$ cat config.mk
export PLATFORM = sky130hd
export DESIGN_NAME = prog_loader
export DESIGN_NICKNAME = d
export VERILOG_FILES = /design/src/rtl/prog_loader.sv
export SDC_FILE = /design/constraint.sdc
export NUM_CORES = 1
export LEC_CHECK = 0
export CORE_MARGIN = 8
export CORE_UTILIZATION = 58
export CTS_BUF_LIST = sky130_fd_sc_hd__clkbuf_4 sky130_fd_sc_hd__clkbuf_8
export DETAILED_ROUTE_END_ITERATION = 8
export GPL_TIMING_DRIVEN = 1
export MAX_ROUTING_LAYER = met4
export PLACE_DENSITY = 0.82
export SLEW_MARGIN = 40
export SYNTH_ARGS = -nofsm -noshare
export SYNTH_HDL_FRONTEND = slang
export SYNTH_SLANG_ARGS = --single-unit
$ cat constraint.sdc
create_clock -name clock -period 6.3 [get_ports clock]
set_input_delay 1.26 -clock clock [delete_from_list [all_inputs] [get_ports clock]]
set_output_delay 1.26 -clock clock [all_outputs]
set_load 0.05 [all_outputs]
$ cat src/rtl/prog_loader.sv
// -----------------------------------------------------------------------------
// prog_loader
//
// Serial program loader. Receives an 8N1 byte stream on rx and writes it as
// 32-bit little-endian words into instruction memory while holding the CPU in
// reset. Frame format: 0xA5 header, word count N (1..255), N*4 data bytes,
// and optionally one XOR checksum byte.
//
// Optional feature: define PROG_LOADER_CHECKSUM_EN to expect and verify a
// trailing checksum byte (XOR of all data bytes). Undefined: no checksum
// state or logic; the load completes right after the Nth word write.
//
// Parameters
//   CLKS_PER_BIT  clock cycles per serial bit
//   ADDR_W        width of the memory word address
//   TIMEOUT_BITS  inter-byte idle limit, in bit periods
//
// Ports
//   clock         sole clock, rising edge
//   reset         asynchronous, active-high reset
//   rx            serial input, idle high, LSB first
//   mem_we        one-cycle word write strobe
//   mem_addr      word address of the current write
//   mem_wdata     word to write
//   cpu_hold      high while a load is in progress
//   busy          high whenever the loader FSM is not idle
//   done          one-cycle pulse on successful completion
//   error         sticky load-failure flag (cleared by the next header)
//   words_loaded  number of words written by the last or current load
// -----------------------------------------------------------------------------
module prog_loader #(
    parameter int CLKS_PER_BIT = 434,
    parameter int ADDR_W       = 8,
    parameter int TIMEOUT_BITS = 64
) (
    input  logic              clock,
    input  logic              reset,
    input  logic              rx,
    output logic              mem_we,
    output logic [ADDR_W-1:0] mem_addr,
    output logic [31:0]       mem_wdata,
    output logic              cpu_hold,
    output logic              busy,
    output logic              done,
    output logic              error,
    output logic [ADDR_W-1:0] words_loaded
);

    localparam int HALF_BIT   = CLKS_PER_BIT / 2;
    localparam int CNT_W      = $clog2(CLKS_PER_BIT + 1);
    localparam int TMO_CYCLES = TIMEOUT_BITS * CLKS_PER_BIT;
    localparam int TMO_W      = $clog2(TMO_CYCLES + 1);

    // ------------------------------------------------------------------
    // Receiver
    // ------------------------------------------------------------------
    typedef enum logic [1:0] {
        RX_IDLE  = 2'd0,
        RX_START = 2'd1,
        RX_DATA  = 2'd2,
        RX_STOP  = 2'd3
    } rx_state_t;

    logic             rx_meta_q, rx_sync_q, rx_prev_q;
    rx_state_t        rx_state_q, rx_state_d;
    logic [CNT_W-1:0] clk_cnt_q, clk_cnt_d;
    logic [2:0]       bit_idx_q, bit_idx_d;
    logic [7:0]       shift_q, shift_d;
    logic             byte_valid_q, byte_valid_d;
    logic             frame_err_q, frame_err_d;
    logic [7:0]       rx_byte;

    // The shift register keeps the last byte until the next start bit, so it
    // is still stable in the cycle byte_valid is high.
    assign rx_byte = shift_q;

    // Two-flop synchronizer plus one delay stage for falling-edge detection.
    always_ff @(posedge clock or posedge reset) begin
        if (reset) begin
            rx_meta_q <= 1'b1;
            rx_sync_q <= 1'b1;
            rx_prev_q <= 1'b1;
        end else begin
            rx_meta_q <= rx;
            rx_sync_q <= rx_meta_q;
            rx_prev_q <= rx_sync_q;
        end
    end

    // Receiver next-state: bit timing, sampling and byte/framing strobes.
    always_comb begin
        rx_state_d   = rx_state_q;
        clk_cnt_d    = clk_cnt_q;
        bit_idx_d    = bit_idx_q;
        shift_d      = shift_q;
        byte_valid_d = 1'b0;
        frame_err_d  = 1'b0;
        case (rx_state_q)
            RX_IDLE: begin
                clk_cnt_d = '0;
                bit_idx_d = 3'd0;
                if (rx_prev_q && !rx_sync_q) begin
                    rx_state_d = RX_START;
                end else begin
                    rx_state_d = RX_IDLE;
                end
            end
            RX_START: begin
                // Mid-start-bit recheck filters out glitches on the line.
                if (clk_cnt_q == CNT_W'(HALF_BIT - 1)) begin
                    clk_cnt_d = '0;
                    if (!rx_sync_q) begin
                        rx_state_d = RX_DATA;
                    end else begin
                        rx_state_d = RX_IDLE;
                    end
                end else begin
                    clk_cnt_d = clk_cnt_q + CNT_W'(1);
                end
            end
            RX_DATA: begin
                if (clk_cnt_q == CNT_W'(CLKS_PER_BIT - 1)) begin
                    clk_cnt_d = '0;
                    shift_d   = {rx_sync_q, shift_q[7:1]};
                    if (bit_idx_q == 3'd7) begin
                        rx_state_d = RX_STOP;
                    end else begin
                        bit_idx_d = bit_idx_q + 3'd1;
                    end
                end else begin
                    clk_cnt_d = clk_cnt_q + CNT_W'(1);
                end
            end
            RX_STOP: begin
                if (clk_cnt_q == CNT_W'(CLKS_PER_BIT - 1)) begin
                    clk_cnt_d  = '0;
                    rx_state_d = RX_IDLE;
                    if (rx_sync_q) begin
                        byte_valid_d = 1'b1;
                    end else begin
                        frame_err_d = 1'b1;
                    end
                end else begin
                    clk_cnt_d = clk_cnt_q + CNT_W'(1);
                end
            end
            default: begin
                rx_state_d = RX_IDLE;
                clk_cnt_d  = '0;
            end
        endcase
    end

    // Receiver state registers.
    always_ff @(posedge clock or posedge reset) begin
        if (reset) begin
            rx_state_q   <= RX_IDLE;
            clk_cnt_q    <= '0;
            bit_idx_q    <= 3'd0;
            shift_q      <= 8'h00;
            byte_valid_q <= 1'b0;
            frame_err_q  <= 1'b0;
        end else begin
            rx_state_q   <= rx_state_d;
            clk_cnt_q    <= clk_cnt_d;
            bit_idx_q    <= bit_idx_d;
            shift_q      <= shift_d;
            byte_valid_q <= byte_valid_d;
            frame_err_q  <= frame_err_d;
        end
    end

    // ------------------------------------------------------------------
    // Loader FSM
    // ------------------------------------------------------------------
`ifdef PROG_LOADER_CHECKSUM_EN
    typedef enum logic [2:0] {
        ST_IDLE  = 3'd0,
        ST_COUNT = 3'd1,
        ST_DATA  = 3'd2,
        ST_CSUM  = 3'd3,
        ST_DONE  = 3'd4,
        ST_ERR   = 3'd5
    } ld_state_t;

    // Running checksum step: XOR of all data bytes.
    function automatic logic [7:0] csum_next(input logic [7:0] acc, input logic [7:0] b);
        return acc ^ b;
    endfunction

    logic [7:0] csum_q, csum_d;
`else
    typedef enum logic [2:0] {
        ST_IDLE  = 3'd0,
        ST_COUNT = 3'd1,
        ST_DATA  = 3'd2,
        ST_DONE  = 3'd4,
        ST_ERR   = 3'd5
    } ld_state_t;
`endif

    ld_state_t         state_q, state_d;
    logic              mem_we_q, mem_we_d;
    logic [ADDR_W-1:0] addr_q, addr_d;
    logic [31:0]       wdata_q, wdata_d;
    logic              cpu_hold_q, cpu_hold_d;
    logic              busy_q;
    logic              done_q, done_d;
    logic              error_q, error_d;
    logic [ADDR_W-1:0] words_q, words_d;
    logic [7:0]        left_q, left_d;
    logic [1:0]        byte_idx_q, byte_idx_d;
    logic [TMO_W-1:0]  tmo_q, tmo_d;
    logic              tmo_expired;
    logic              load_fail;

    assign tmo_expired = (tmo_q == TMO_W'(TMO_CYCLES - 1));
    // A load aborts on a framing error, or on idle-timeout when no byte
    // arrived in this cycle (a fresh byte always restarts the timer).
    assign load_fail   = frame_err_q || (!byte_valid_q && tmo_expired);

    // Loader next-state and registered-output values.
    always_comb begin
        state_d    = state_q;
        mem_we_d   = 1'b0;
        addr_d     = addr_q;
        wdata_d    = wdata_q;
        cpu_hold_d = cpu_hold_q;
        done_d     = 1'b0;
        error_d    = error_q;
        words_d    = words_q;
        left_d     = left_q;
        byte_idx_d = byte_idx_q;
        tmo_d      = '0;
`ifdef PROG_LOADER_CHECKSUM_EN
        csum_d     = csum_q;
`endif
        case (state_q)
            ST_IDLE: begin
                if (byte_valid_q && (rx_byte == 8'hA5)) begin
                    state_d    = ST_COUNT;
                    cpu_hold_d = 1'b1;
                    error_d    = 1'b0;
                    words_d    = '0;
                    addr_d     = '0;
                    byte_idx_d = 2'd0;
`ifdef PROG_LOADER_CHECKSUM_EN
                    csum_d     = 8'h00;
`endif
                end else begin
                    state_d = ST_IDLE;
                end
            end
            ST_COUNT: begin
                if (load_fail || (byte_valid_q && (rx_byte == 8'h00))) begin
                    state_d    = ST_ERR;
                    error_d    = 1'b1;
                    cpu_hold_d = 1'b0;
                end else if (byte_valid_q) begin
                    left_d  = rx_byte;
                    state_d = ST_DATA;
                end else begin
                    tmo_d = tmo_q + TMO_W'(1);
                end
            end
            ST_DATA: begin
                if (mem_we_q) begin
                    // Write cycle: advance address/count for the next word.
                    addr_d  = addr_q + ADDR_W'(1);
                    words_d = words_q + ADDR_W'(1);
                    left_d  = left_q - 8'd1;
                    tmo_d   = tmo_q + TMO_W'(1);
                    if (left_q == 8'd1) begin
`ifdef PROG_LOADER_CHECKSUM_EN
                        state_d    = ST_CSUM;
`else
                        state_d    = ST_DONE;
                        done_d     = 1'b1;
                        cpu_hold_d = 1'b0;
`endif
                    end else begin
                        state_d = ST_DATA;
                    end
                end else if (load_fail) begin
                    state_d    = ST_ERR;
                    error_d    = 1'b1;
                    cpu_hold_d = 1'b0;
                end else if (byte_valid_q) begin
                    // Shift in from the top so the first byte ends in [7:0].
                    wdata_d = {rx_byte, wdata_q[31:8]};
`ifdef PROG_LOADER_CHECKSUM_EN
                    csum_d  = csum_next(csum_q, rx_byte);
`endif
                    if (byte_idx_q == 2'd3) begin
                        mem_we_d   = 1'b1;
                        byte_idx_d = 2'd0;
                    end else begin
                        byte_idx_d = byte_idx_q + 2'd1;
                    end
                end else begin
                    tmo_d = tmo_q + TMO_W'(1);
                end
            end
`ifdef PROG_LOADER_CHECKSUM_EN
            ST_CSUM: begin
                if (load_fail || (byte_valid_q && (rx_byte != csum_q))) begin
                    state_d    = ST_ERR;
                    error_d    = 1'b1;
                    cpu_hold_d = 1'b0;
                end else if (byte_valid_q) begin
                    state_d    = ST_DONE;
                    done_d     = 1'b1;
                    cpu_hold_d = 1'b0;
                end else begin
                    tmo_d = tmo_q + TMO_W'(1);
                end
            end
`endif
            ST_DONE: begin
                state_d = ST_IDLE;
            end
            ST_ERR: begin
                state_d = ST_IDLE;
            end
            default: begin
                state_d    = ST_IDLE;
                cpu_hold_d = 1'b0;
            end
        endcase
    end

    // Loader state and output registers.
    always_ff @(posedge clock or posedge reset) begin
        if (reset) begin
            state_q    <= ST_IDLE;
            mem_we_q   <= 1'b0;
            addr_q     <= '0;
            wdata_q    <= 32'h0000_0000;
            cpu_hold_q <= 1'b0;
            busy_q     <= 1'b0;
            done_q     <= 1'b0;
            error_q    <= 1'b0;
            words_q    <= '0;
            left_q     <= 8'h00;
            byte_idx_q <= 2'd0;
            tmo_q      <= '0;
`ifdef PROG_LOADER_CHECKSUM_EN
            csum_q     <= 8'h00;
`endif
        end else begin
            state_q    <= state_d;
            mem_we_q   <= mem_we_d;
            addr_q     <= addr_d;
            wdata_q    <= wdata_d;
            cpu_hold_q <= cpu_hold_d;
            busy_q     <= (state_d != ST_IDLE);
            done_q     <= done_d;
            error_q    <= error_d;
            words_q    <= words_d;
            left_q     <= left_d;
            byte_idx_q <= byte_idx_d;
            tmo_q      <= tmo_d;
`ifdef PROG_LOADER_CHECKSUM_EN
            csum_q     <= csum_d;
`endif
        end
    end

    assign mem_we       = mem_we_q;
    assign mem_addr     = addr_q;
    assign mem_wdata    = wdata_q;
    assign cpu_hold     = cpu_hold_q;
    assign busy         = busy_q;
    assign done         = done_q;
    assign error        = error_q;
    assign words_loaded = words_q;

endmodule

==> metrics.md <==
| Metric | Value |
|---|---|
| Status | completed |
| Max cap viols | 0 |
| ANT cells | 0 |
| WP buf/inv | 1 |
| Asr flop ratio synth | 100% |
| CP startpoint | words_loaded[0]$_DFFE_PP0P_ |
| Register area share after synthesis | 53.1% |
| Worst EP arrival | 1710 ps |
| Clock Skew | 11.3 ps |
| Synth top area cells | dfrtp_1 (52%), mux2_4 (8.0%), mux2_2 (3.3%) |
| Die Y | 110 um |
| Worst-path cell chain | clkdlybuf4s50_1 |
| Slew HR | 54.4% |
| Setup TNS | 0 ps |
| Starting density of the core | 59.0% |
| # rows | 34 |
| Clock latency on the worst-skew pair | 380 ps |
| Worst-path maximum fanout | 7 |
| Initial antenna violation count | 0 |
| Clk root buf | clkbuf_8 |
| Worst Hold Class | reg2reg |
| Final WL | 10300 um |
| Final Max Tran Viols | 0 |
| Cell Area, Synth | 5100 um^2 |
| Core area | about 8600 um^2 |
| Post-DP HPWL | 7110 um |
| Max Fclk | approximately 0.34 GHz |
| Largest net degree at the start of global routing | 64 |
| CTS tree | yes |
| Worst Max-Slew Pin Slew | 674 ps |
| CP peak stage delay | 850 ps |
| GPL Wtd Cong | 0.908 |
| Crit Reg-Reg Endpoint | rx_state_q[0]$_DFFE_PP0P_ |
| Post-synth cell types | 56 |
| Startpoint of the worst register-to-register path | clk_cnt_q[0]$_DFF_PP0_ |
| CTS Buffer Depth | 2 |
| Pleak | ~2.7 nW |
| Commonest cells after routing, fill and taps aside | dfrtp_1 (105), clkdlybuf4s50_1 (55), nor2_1 (42) |
| First-pass GRT wire length | ~17000 um |
| I/O pin count | 56 |
| Yosys top cell by area | dfrtp_1 |
| CP required | between 5000 and 6000 ps |
| Die X-Extent | approximately 110 um |
| Avg Cell Area, Syn | 11.5 um^2 |
| Most common cell after layout, fill and taps aside | dfrtp_1 |
| TritonRoute pass-1 iters | 5 |
| Flops & latches, synth | 108 |
| CTS buffer count | 9 |
| Tmin final | approximately 3000 ps |
| PD cells | ~210 nW/um^2 |
| All-layer global routing usage | a little under a fifth |
| CP Capture Point | words_loaded[0] |
| Antenna viol nets, final | 0 |
| DR vias | 3592 |
| Post-CTS Setup Inserts | 0 |
| Mapped Cells | 445 |
| R2R depth | 6 |
| Clock slew at reported path FFs | 110 ps |
| Layout cells sized above 1 | 15.1% |
| Grt ovf | 0 |
| Die area | 12000 um^2 |
| CP Launch Type | register |
| Placed Cells | 595 |
| Setup violators final | 0 |
| Non-filler cells, final | approximately 610 |
| Final Cycle Share | 47.1% |
| Drt wl/cell | 16.8 um |
| Top FF cell, synth | dfrtp_1 |
| CP max stage cell | clkdlybuf4s50_1 |
| Area Growth Syn to Fin | 16.6% |
| CTS H-tree lvls | 3 |
| Critical path's top delay family | buffers and inverters |
| Number of remaining DRC errors | 0 |
| Syn nets | 459 |
| Fillers | 657 |
| Vias per cell | 5.88 |
| Sink Count | 108 |
| YS warnings | 0 |
| Critical path depth | 1 |
| Detailed Route Iter0 Violations | 250 |
| # nets final | 512 |
| Hold violation count in the final report | 0 |
| Port Buffers | 55 |
| RSZ-0062 raised after global routing | no |
| Critical path type | reg2out |
| Post-synth EDFFs | 0 |
| CP endpoint kind | primary output |
| Worst VDD drop | 0.155 mV |
| Share of the synthesized area in the top cell type | 51.6% |
| R2r setup slk | 3880 ps |
| Post-cts sizing count | 0 |
| # hold bufs at CTS | 0 |
| Vias in the first global route | roughly 3600 |
==> flip-flops by register name, indices dropped and copies added, names as in the netlist, named ones only <==
| name | cells |
|---|---|
| rx_meta_q | 1 |
| clk_cnt_q | 9 |
| bit_idx_q | 3 |
| rx_state_q | 1 |
| error | 1 |
| byte_idx_q | 2 |
| mem_we | 1 |
| done | 1 |
| mem_wdata | 32 |
| rx_prev_q | 1 |
| words_loaded | 8 |
| cpu_hold | 1 |
| busy | 1 |
| rx_byte | 8 |
| state_q | 3 |
| tmo_q | 15 |
| mem_addr | 8 |
| byte_valid_q | 1 |
| frame_err_q | 1 |
| left_q | 8 |
| rx_sync_q | 1 |
==> routing by layer <==
| layer | wire length, um | GRT usage, % | vias up |
|---|---|---|---|
| li1 | - | - | 1717 |
| met1 | 4490 | 23.6 | 1753 |
| met2 | 5040 | 29.4 | 106 |
| met3 | 611 | 4.28 | 16 |
| met4 | 109 | 5.21 | 0 |
| met5 | 0 | - | - |
==> layout make-up <==
class,count,area (um^2),share of cell area [%]
tap,108,135,2.27
clock buffer,9,124,2.08
sequential,108,2710,45.5
multi-input combinational,307,2260,38.1
timing repair buffer,58,577,9.71
clock inverter,7,80.1,1.35
inverter,14,55.1,0.927
==> logic make-up (layout without fill, tap and decap cells) <==
family                   after synthesis  after routing  synth area share, %
AO/OA/AOI/OAI                         67             67                 8.54
XOR/XNOR                              24             24                 4.12
adder cells (fa/ha/maj)               11             11                 2.70
buffers and inverters                 30             88                 2.80
flip-flops                           108            108                 53.1
multiplexers                          47             47                 12.3
AND/OR/NAND/NOR                      158            158                 16.5
==> where the power goes <==
group          internal, mW  switching (mW)
Clock                 0.159           0.265
Combinational        0.0303          0.0477
Sequential            0.709          0.0245
Total                 0.899           0.337
==> cells in the mapped netlist, types with 4 or more instances <==
cell      count
a21oi_1      13
ha_1         11
nor3_1        9
xor2_1       12
o21ai_0      20
mux2i_1       5
dfrtp_1     105
and3_1        4
mux2_2       15
mux2_4       27
nand4_1      11
inv_1        14
o31ai_1       4
xnor2_1      12
a22oi_1       5
a31oi_1       5
or4_1         4
nor4_1        6
nand2_1      33
nor2_1       42
clkbuf_1      9
nand3_1      21
==> how the worst min path moves through the flow <==
stage	startpoint	to	slack (ps)	cells past startpoint
after global routing	rx_meta_q$_DFF_PP1_	rx_sync_q$_DFF_PP1_	370	0
after global placement	rx_meta_q$_DFF_PP1_	rx_sync_q$_DFF_PP1_	350	0
after detailed placement	rx_meta_q$_DFF_PP1_	rx_sync_q$_DFF_PP1_	350	0
after floorplan	rx_meta_q$_DFF_PP1_	rx_sync_q$_DFF_PP1_	350	0
after CTS	rx_meta_q$_DFF_PP1_	rx_sync_q$_DFF_PP1_	360	0
final	rx_meta_q$_DFF_PP1_	rx_sync_q$_DFF_PP1_	360	0
==> metrics by stage <==
step / cell area [um^2] / total power [mW] / setup slack [ps] / hold WS, ps / util (%)
after global routing: 5940 / 1.29 / 3260 / 366 / 68.8
final: 5940 / 1.24 / 3330 / 361 / 68.8
after floorplan: 5100 / 0.805 / 2200 / 345 / -
after global placement: 5720 / 0.819 / 3350 / 346 / 66.3
after CTS: 5940 / 1.25 / 3320 / 363 / 68.8
after detailed placement: 5730 / 0.827 / 3310 / 347 / 66.4
Power figures use the tool's default switching activity.
